`src/rtl/id_ex_register_if.sv`:
```
`default_nettype none
// ============================================================================
//  Module      : id_ex_register_if
//  Description : ID->EX pipeline bus. Carries the decoded instruction from
//                the ID stage, the registered copy presented to EX, and the
//                hold / flush / stall pipeline controls.
//  Revision    : 1.0  initial release
// ============================================================================
interface id_ex_register_if;

  // Pipeline control
  logic        hold;
  logic        flush;
  logic        stall;

  // Decoded instruction from ID
  logic [1:0]  id_pcsrc;
  logic        id_regwrite;
  logic [1:0]  id_regdst;
  logic        id_memread;
  logic        id_memwrite;
  logic [1:0]  id_memtoreg;
  logic        id_alusrc1;
  logic        id_alusrc2;
  logic [3:0]  id_aluop;
  logic [31:0] id_pc_plus4;
  logic [31:0] id_rs_data;
  logic [31:0] id_rt_data;
  logic [31:0] id_imm_ext;
  logic [4:0]  id_rs;
  logic [4:0]  id_rt;
  logic [4:0]  id_rd;
  logic [4:0]  id_shamt;
  logic [5:0]  id_funct;

  // Registered instruction presented to EX
  logic [1:0]  ex_pcsrc;
  logic        ex_regwrite;
  logic [1:0]  ex_regdst;
  logic        ex_memread;
  logic        ex_memwrite;
  logic [1:0]  ex_memtoreg;
  logic        ex_alusrc1;
  logic        ex_alusrc2;
  logic [3:0]  ex_aluop;
  logic [31:0] ex_pc_plus4;
  logic [31:0] ex_rs_data;
  logic [31:0] ex_rt_data;
  logic [31:0] ex_imm_ext;
  logic [4:0]  ex_rs;
  logic [4:0]  ex_rt;
  logic [4:0]  ex_rd;
  logic [4:0]  ex_shamt;
  logic [5:0]  ex_funct;
  logic        ex_valid;

  // ID side: drives the decoded instruction and pipeline controls
  modport master (
    output hold, flush,
    output id_pcsrc, id_regwrite, id_regdst, id_memread, id_memwrite,
    output id_memtoreg, id_alusrc1, id_alusrc2, id_aluop,
    output id_pc_plus4, id_rs_data, id_rt_data, id_imm_ext,
    output id_rs, id_rt, id_rd, id_shamt, id_funct,
    input  stall,
    input  ex_pcsrc, ex_regwrite, ex_regdst, ex_memread, ex_memwrite,
    input  ex_memtoreg, ex_alusrc1, ex_alusrc2, ex_aluop,
    input  ex_pc_plus4, ex_rs_data, ex_rt_data, ex_imm_ext,
    input  ex_rs, ex_rt, ex_rd, ex_shamt, ex_funct, ex_valid
  );

  // Pipeline register side
  modport slave (
    input  hold, flush,
    input  id_pcsrc, id_regwrite, id_regdst, id_memread, id_memwrite,
    input  id_memtoreg, id_alusrc1, id_alusrc2, id_aluop,
    input  id_pc_plus4, id_rs_data, id_rt_data, id_imm_ext,
    input  id_rs, id_rt, id_rd, id_shamt, id_funct,
    output stall,
    output ex_pcsrc, ex_regwrite, ex_regdst, ex_memread, ex_memwrite,
    output ex_memtoreg, ex_alusrc1, ex_alusrc2, ex_aluop,
    output ex_pc_plus4, ex_rs_data, ex_rt_data, ex_imm_ext,
    output ex_rs, ex_rt, ex_rd, ex_shamt, ex_funct, ex_valid
  );

endinterface
`default_nettype wire

```
`src/rtl/id_ex_register.sv`:
```
`default_nettype none
// ============================================================================
//  Module      : id_ex_register
//  Description : ID/EX pipeline register with load-use hazard detection,
//                bubble insertion on hazard or flush, hold support and a
//                remembered flush that is applied once the hold releases.
//  Revision    : 1.0  initial release
// ============================================================================
module id_ex_register (
  input  logic            clk,
  input  logic            reset,
  id_ex_register_if.slave bus
);

  // Total width of the instruction payload carried from ID to EX:
  // 15 control bits + 4 x 32 data + 4 x 5 register/shamt + 6 funct.
  localparam int unsigned PAYLOAD_W = 169;

  logic [PAYLOAD_W-1:0] id_payload;
  logic [PAYLOAD_W-1:0] ex_payload_d;
  logic [PAYLOAD_W-1:0] ex_payload_q;
  logic                 ex_valid_d;
  logic                 ex_valid_q;
  logic                 flush_pending_d;
  logic                 flush_pending_q;
  logic                 flush_eff;
  logic                 hazard;

  // Pack the incoming instruction so it can be captured or zeroed as a whole
  assign id_payload = {bus.id_pcsrc, bus.id_regwrite, bus.id_regdst,
                       bus.id_memread, bus.id_memwrite, bus.id_memtoreg,
                       bus.id_alusrc1, bus.id_alusrc2, bus.id_aluop,
                       bus.id_pc_plus4, bus.id_rs_data, bus.id_rt_data,
                       bus.id_imm_ext, bus.id_rs, bus.id_rt, bus.id_rd,
                       bus.id_shamt, bus.id_funct};

  // Unpack the registered instruction onto the EX-side fields
  assign {bus.ex_pcsrc, bus.ex_regwrite, bus.ex_regdst,
          bus.ex_memread, bus.ex_memwrite, bus.ex_memtoreg,
          bus.ex_alusrc1, bus.ex_alusrc2, bus.ex_aluop,
          bus.ex_pc_plus4, bus.ex_rs_data, bus.ex_rt_data,
          bus.ex_imm_ext, bus.ex_rs, bus.ex_rt, bus.ex_rd,
          bus.ex_shamt, bus.ex_funct} = ex_payload_q;

  assign bus.ex_valid = ex_valid_q;

  // A flush seen while held still squashes the ID instruction later on
  assign flush_eff = bus.flush | flush_pending_q;

  // Load in EX whose destination is read by the instruction in ID. The rt
  // comparison is deliberately conservative (it applies to every opcode),
  // and $0 never creates a dependency.
  assign hazard = ex_valid_q & bus.ex_memread & (bus.ex_rt != 5'd0) &
                  ((bus.ex_rt == bus.id_rs) | (bus.ex_rt == bus.id_rt));

  // Freeze PC and IF/ID; a flush discards the dependent instruction so no
  // stall is needed, and reset forces the stall low.
  assign bus.stall = ~reset & (bus.hold | (hazard & ~flush_eff));

  // Next-state selection: hold, then flush, then hazard bubble, then load
  always_comb begin
    ex_payload_d    = ex_payload_q;
    ex_valid_d      = ex_valid_q;
    flush_pending_d = flush_pending_q;
    if (bus.hold) begin
      flush_pending_d = flush_pending_q | bus.flush;
    end else if (flush_eff) begin
      ex_payload_d    = '0;
      ex_valid_d      = 1'b0;
      flush_pending_d = 1'b0;
    end else if (hazard) begin
      ex_payload_d    = '0;
      ex_valid_d      = 1'b0;
    end else begin
      ex_payload_d    = id_payload;
      ex_valid_d      = 1'b1;
    end
  end

  // State registers with synchronous reset
  always_ff @(posedge clk) begin
    if (reset) begin
      ex_payload_q    <= '0;
      ex_valid_q      <= 1'b0;
      flush_pending_q <= 1'b0;
    end else begin
      ex_payload_q    <= ex_payload_d;
      ex_valid_q      <= ex_valid_d;
      flush_pending_q <= flush_pending_d;
    end
  end

endmodule
`default_nettype wire

```
`src/flat_wrapper.sv`:
```
// flat-port wrapper written by rule: the top's interface ports become plain ports
module id_ex_register_flat 
  (clk, reset, bus_hold, bus_flush, bus_id_pcsrc, bus_id_regwrite, bus_id_regdst, bus_id_memread, bus_id_memwrite, bus_id_memtoreg, bus_id_alusrc1, bus_id_alusrc2, bus_id_aluop, bus_id_pc_plus4, bus_id_rs_data, bus_id_rt_data, bus_id_imm_ext, bus_id_rs, bus_id_rt, bus_id_rd, bus_id_shamt, bus_id_funct, bus_stall, bus_ex_pcsrc, bus_ex_regwrite, bus_ex_regdst, bus_ex_memread, bus_ex_memwrite, bus_ex_memtoreg, bus_ex_alusrc1, bus_ex_alusrc2, bus_ex_aluop, bus_ex_pc_plus4, bus_ex_rs_data, bus_ex_rt_data, bus_ex_imm_ext, bus_ex_rs, bus_ex_rt, bus_ex_rd, bus_ex_shamt, bus_ex_funct, bus_ex_valid);
  id_ex_register_if bus_i ();
  input  logic clk;
  input  logic reset;
  input wire logic [$bits(bus_i.hold)-1:0] bus_hold;
  input wire logic [$bits(bus_i.flush)-1:0] bus_flush;
  input wire logic [$bits(bus_i.id_pcsrc)-1:0] bus_id_pcsrc;
  input wire logic [$bits(bus_i.id_regwrite)-1:0] bus_id_regwrite;
  input wire logic [$bits(bus_i.id_regdst)-1:0] bus_id_regdst;
  input wire logic [$bits(bus_i.id_memread)-1:0] bus_id_memread;
  input wire logic [$bits(bus_i.id_memwrite)-1:0] bus_id_memwrite;
  input wire logic [$bits(bus_i.id_memtoreg)-1:0] bus_id_memtoreg;
  input wire logic [$bits(bus_i.id_alusrc1)-1:0] bus_id_alusrc1;
  input wire logic [$bits(bus_i.id_alusrc2)-1:0] bus_id_alusrc2;
  input wire logic [$bits(bus_i.id_aluop)-1:0] bus_id_aluop;
  input wire logic [$bits(bus_i.id_pc_plus4)-1:0] bus_id_pc_plus4;
  input wire logic [$bits(bus_i.id_rs_data)-1:0] bus_id_rs_data;
  input wire logic [$bits(bus_i.id_rt_data)-1:0] bus_id_rt_data;
  input wire logic [$bits(bus_i.id_imm_ext)-1:0] bus_id_imm_ext;
  input wire logic [$bits(bus_i.id_rs)-1:0] bus_id_rs;
  input wire logic [$bits(bus_i.id_rt)-1:0] bus_id_rt;
  input wire logic [$bits(bus_i.id_rd)-1:0] bus_id_rd;
  input wire logic [$bits(bus_i.id_shamt)-1:0] bus_id_shamt;
  input wire logic [$bits(bus_i.id_funct)-1:0] bus_id_funct;
  output wire logic [$bits(bus_i.stall)-1:0] bus_stall;
  output wire logic [$bits(bus_i.ex_pcsrc)-1:0] bus_ex_pcsrc;
  output wire logic [$bits(bus_i.ex_regwrite)-1:0] bus_ex_regwrite;
  output wire logic [$bits(bus_i.ex_regdst)-1:0] bus_ex_regdst;
  output wire logic [$bits(bus_i.ex_memread)-1:0] bus_ex_memread;
  output wire logic [$bits(bus_i.ex_memwrite)-1:0] bus_ex_memwrite;
  output wire logic [$bits(bus_i.ex_memtoreg)-1:0] bus_ex_memtoreg;
  output wire logic [$bits(bus_i.ex_alusrc1)-1:0] bus_ex_alusrc1;
  output wire logic [$bits(bus_i.ex_alusrc2)-1:0] bus_ex_alusrc2;
  output wire logic [$bits(bus_i.ex_aluop)-1:0] bus_ex_aluop;
  output wire logic [$bits(bus_i.ex_pc_plus4)-1:0] bus_ex_pc_plus4;
  output wire logic [$bits(bus_i.ex_rs_data)-1:0] bus_ex_rs_data;
  output wire logic [$bits(bus_i.ex_rt_data)-1:0] bus_ex_rt_data;
  output wire logic [$bits(bus_i.ex_imm_ext)-1:0] bus_ex_imm_ext;
  output wire logic [$bits(bus_i.ex_rs)-1:0] bus_ex_rs;
  output wire logic [$bits(bus_i.ex_rt)-1:0] bus_ex_rt;
  output wire logic [$bits(bus_i.ex_rd)-1:0] bus_ex_rd;
  output wire logic [$bits(bus_i.ex_shamt)-1:0] bus_ex_shamt;
  output wire logic [$bits(bus_i.ex_funct)-1:0] bus_ex_funct;
  output wire logic [$bits(bus_i.ex_valid)-1:0] bus_ex_valid;
  assign bus_i.hold = bus_hold;
  assign bus_i.flush = bus_flush;
  assign bus_i.id_pcsrc = bus_id_pcsrc;
  assign bus_i.id_regwrite = bus_id_regwrite;
  assign bus_i.id_regdst = bus_id_regdst;
  assign bus_i.id_memread = bus_id_memread;
  assign bus_i.id_memwrite = bus_id_memwrite;
  assign bus_i.id_memtoreg = bus_id_memtoreg;
  assign bus_i.id_alusrc1 = bus_id_alusrc1;
  assign bus_i.id_alusrc2 = bus_id_alusrc2;
  assign bus_i.id_aluop = bus_id_aluop;
  assign bus_i.id_pc_plus4 = bus_id_pc_plus4;
  assign bus_i.id_rs_data = bus_id_rs_data;
  assign bus_i.id_rt_data = bus_id_rt_data;
  assign bus_i.id_imm_ext = bus_id_imm_ext;
  assign bus_i.id_rs = bus_id_rs;
  assign bus_i.id_rt = bus_id_rt;
  assign bus_i.id_rd = bus_id_rd;
  assign bus_i.id_shamt = bus_id_shamt;
  assign bus_i.id_funct = bus_id_funct;
  assign bus_stall = bus_i.stall;
  assign bus_ex_pcsrc = bus_i.ex_pcsrc;
  assign bus_ex_regwrite = bus_i.ex_regwrite;
  assign bus_ex_regdst = bus_i.ex_regdst;
  assign bus_ex_memread = bus_i.ex_memread;
  assign bus_ex_memwrite = bus_i.ex_memwrite;
  assign bus_ex_memtoreg = bus_i.ex_memtoreg;
  assign bus_ex_alusrc1 = bus_i.ex_alusrc1;
  assign bus_ex_alusrc2 = bus_i.ex_alusrc2;
  assign bus_ex_aluop = bus_i.ex_aluop;
  assign bus_ex_pc_plus4 = bus_i.ex_pc_plus4;
  assign bus_ex_rs_data = bus_i.ex_rs_data;
  assign bus_ex_rt_data = bus_i.ex_rt_data;
  assign bus_ex_imm_ext = bus_i.ex_imm_ext;
  assign bus_ex_rs = bus_i.ex_rs;
  assign bus_ex_rt = bus_i.ex_rt;
  assign bus_ex_rd = bus_i.ex_rd;
  assign bus_ex_shamt = bus_i.ex_shamt;
  assign bus_ex_funct = bus_i.ex_funct;
  assign bus_ex_valid = bus_i.ex_valid;
  id_ex_register u_core (.clk(clk), .reset(reset), .bus(bus_i));
endmodule
```
`config.mk`:
```
export PLATFORM = sky130hd
export DESIGN_NAME = id_ex_register_flat
export DESIGN_NICKNAME = d
export VERILOG_FILES = /design/src/rtl/id_ex_register_if.sv /design/src/rtl/id_ex_register.sv /design/src/flat_wrapper.sv
export SDC_FILE = /design/constraint.sdc
export NUM_CORES = 1
export LEC_CHECK = 0
export ABC_AREA = 1
export BUFFER_PORTS_ARGS = -buffer_cell sky130_fd_sc_hd__buf_4
export CELL_PAD_IN_SITES_DETAIL_PLACEMENT = 0
export CELL_PAD_IN_SITES_GLOBAL_PLACEMENT = 2
export CORE_ASPECT_RATIO = 0.5
export CORE_MARGIN = 1.5
export CORE_UTILIZATION = 24
export DETAILED_ROUTE_END_ITERATION = 8
export PLACE_DENSITY = 0.95
export SLEW_MARGIN = 15
export SYNTH_ARGS = -nofsm -noshare
export SYNTH_HDL_FRONTEND = slang
export SYNTH_SLANG_ARGS = --single-unit
```
`constraint.sdc`:
```
create_clock -name clk -period 4.1 [get_ports clk]
set_input_delay 0.615 -clock clk [delete_from_list [all_inputs] [get_ports clk]]
set_output_delay 0.615 -clock clk [all_outputs]
set_load 0.005 [all_outputs]
```
==> impl_metrics.yaml <==
sta:
  hold_viol: 0
  drv_slew: 0
  post-route-period-util_pct: 58.3
  slew_headroom_pct: 38.2
  finalCriticalPeriod_ns: 2.39
  setup_ws_ns: 1.71
  clock_skew_ns: 0.00617
  worst_pin_slew_ns: 0.928
  fmax_mhz: 419
  setup_viol: 0
  timing.setup.tns_ns: 0
  rsz0062_at_grt: "no"
synth:
  synth.net_count: 967
  yosys-top-cells-count: "nand2_1 (366), nand3_1 (173), dfxtp_1 (171), clkbuf_1 (25), buf_2 (19)"
  synthArstFlopShare_pct: 0
  synthTopCellsByArea: "dfxtp_1 (56%), nand2_1 (23%), nand3_1 (14%)"
  yosys_warnings: 0
  synth_edf_count: 0
  yosys_register_bits: 171
  synth_top_flop_cell: "dfxtp_1"
  yosys.area.top_type_share_pct: 56.2
  synth.distinct_cells: 14
  yosysSeqAreaShare_pct: 56.2
  yosys.area.top_type: "dfxtp_1"
  syn-cell-area_um2: 6090
  avgSynthCellArea_um2: 7.68
  yosysMostFrequentCell: "nand2_1"
  syn_inst: 794
floorplanning:
  rows: 40
  die_w_um: 228
  num_io_pins: 344
  dieArea_um2: 26400
  core_area_um2: 24500
  start_util_pct: 24.9
  die-height_um: 116
flow_run:
  maxCapViolCount: 0
clock_network:
  root_buffer: "clkbuf_16"
  htree_levels: 4
  cts_tree: "built"
  cts_buffers: 17
  cts_max_path_buffers: 2
  cts_sinks: 171
  cts_resized: 0
  cts_setup_buffers: 0
  clock_latency_ns: 0.44
  clk_pin_slew_ns: 0.07
  cts_hold_buf: 0
power:
  leakage_nw: 5.04
  power_density_nw_per_um2: 398
  max-vdd-ir-drop_v: 0.000283
worst_setup_path:
  startpoint_type: "register"
  r2r_setup_slack_ns: 2.20
  ff2ff_path_depth: 9
  crit_type: "reg2out"
  crit_path_frequent_cell: "nand2_1"
  end_kind: "output pin"
  critPathLaunch: "u_core.ex_payload_q[18]"
  critPathBufInv: 2
  crit_required_ns: 3.48
  path_depth: 9
  rr_startpoint: "u_core.ex_payload_q[18]"
  crit_path_top_delay_cell: "dfxtp_1"
  crit_arrival_ns: 1.77
  cp_top_family: "flip-flops"
  crit_chain: "inv_1 > nand2_1 > nand2_1 > nor2_1 > nand3_1 > nand2_1 > nand2_4 > o21ai_0 > buf_4"
  path_max_fanout: 6
  r2r_end: "u_core.ex_payload_q[146]"
  crit_path_end: "bus_stall"
  critPathMaxStageDelay_ns: 0.50
hold_path:
  hp-start: "bus_id_rd[4]"
  hp-class: "in2reg"
route:
  wl_um: 20300
  dr.pass1.iters: 5
  post-route-drc-count: 0
  via_per_inst: 4.17
  vias: 6065
  drtIter0Drc: 340
  wl_per_cell_um: 14.0
  postRouteAntennaNets: 0
finish:
  diodes: 0
  drive_gt1_share_pct: 34.0
  area_growth_pct: 55.0
  nets: 1279
global_routing:
  grt_pass1_wl_um: 30100
  grt_usage_pct: 14.7
  grt_max_degree: 171
  grt.overflow.total: 0
  grt_pass1_vias: 5508
  antenna_found_initial: 0
placement:
  hpwl_um: 14100
  gp_congestion: 0.780
  io_buffers: 343
  dp_slack_ns: 1.87
status:
  outcome: "finished, final reports clean"
flip-flops by register name, indices dropped and copies added, names as in the netlist:
name / cells
u_core.ex_payload_q: 169
u_core.bus.ex_valid: 1
u_core.flush_pending_q: 1
placed cells by master (no fill, tap or decap), drive strengths merged:
master / synthesis / layout
dfxtp: 171 / 171
xnor2: 2 / 2
buf: 29 / 347
nand2: 367 / 367
inv: 16 / 16
bufinv: 0 / 2
nor3: 1 / 1
o21ai: 1 / 1
nand3: 173 / 173
nor2: 9 / 9
clkinv: 0 / 4
clkbuf: 25 / 24
clkinvlp: 0 / 1
where the power goes:
part	leakage, nW	internal (W)	switching (W)
logic	3.35	0.000215	0.000150
registers	1.39	0.00173	0.0000364
clock network	0.292	0.000971	0.000665
worst reg2reg max path, stage by stage (launching register included):
cell	delay [ns]
dfxtp_1	0.50
nand2_1	0.09
nand2_1	0.08
nor2_1	0.05
nand3_1	0.08
nand2_1	0.08
nand2_4	0.08
buf_12	0.54
nand3_1	0.25
nand2_1	0.10
per-stage QoR:
step / cells / cell area (um^2) / total power (W) / util [%] / hold WS (ns)
6_report: 1454 / 9450 / 0.00376 / 38.6 / 0.388
5_1_grt: 1454 / 9450 / 0.00392 / 38.6 / 0.366
4_1_cts: 1454 / 9450 / 0.00382 / 38.6 / 0.358
3_5_place_dp: 1423 / 8860 / 0.00217 / 36.2 / 0.441
3_3_place_gp: 1423 / 8860 / 0.00216 / 36.2 / 0.438
2_1_floorplan: 794 / 6090 / 0.00190 / - / 0.440
kinds of logic (layout without fill, tap and decap cells):
family	count (synthesis)	in the layout	share of synthesized area, %
AOI/OAI and AO/OA	1	1	0.0820
xor gates and xnor gates	2	2	0.287
buffers and inverters	70	394	5.93
DFF	171	171	56.2
and+or+nand+nor	550	550	37.5
layer usage:
metal	part of all wire, %	global-route usage, %	vias to the layer above
li1	-	-	3138
met1	41	16.4	2756
met2	53	27.2	141
met3	3.8	3.86	30
met4	2.2	5.70	0
met5	0	0	-
worst min path at each step:
stage                                          end  slack, ns  depth (start not counted)
after detailed placement   u_core.ex_payload_q[76]       0.44                          2
after CTS                 u_core.ex_payload_q[115]       0.36                          3
after global placement     u_core.ex_payload_q[85]       0.44                          2
after global routing      u_core.ex_payload_q[124]       0.37                          3
after floorplan             u_core.flush_pending_q       0.44                          2
final                      u_core.ex_payload_q[15]       0.39                          3
final cells by class:
type	count	area, um^2
well taps	336	420
inverters	16	62.6
clock inverters	7	87.6
multi-input cells	553	2320
repair buffers	347	2630
fillers	2524	15000
clock buffers	24	502
flip-flops and latches	171	3420
Note: power is estimated with default switching activity, not from simulation.
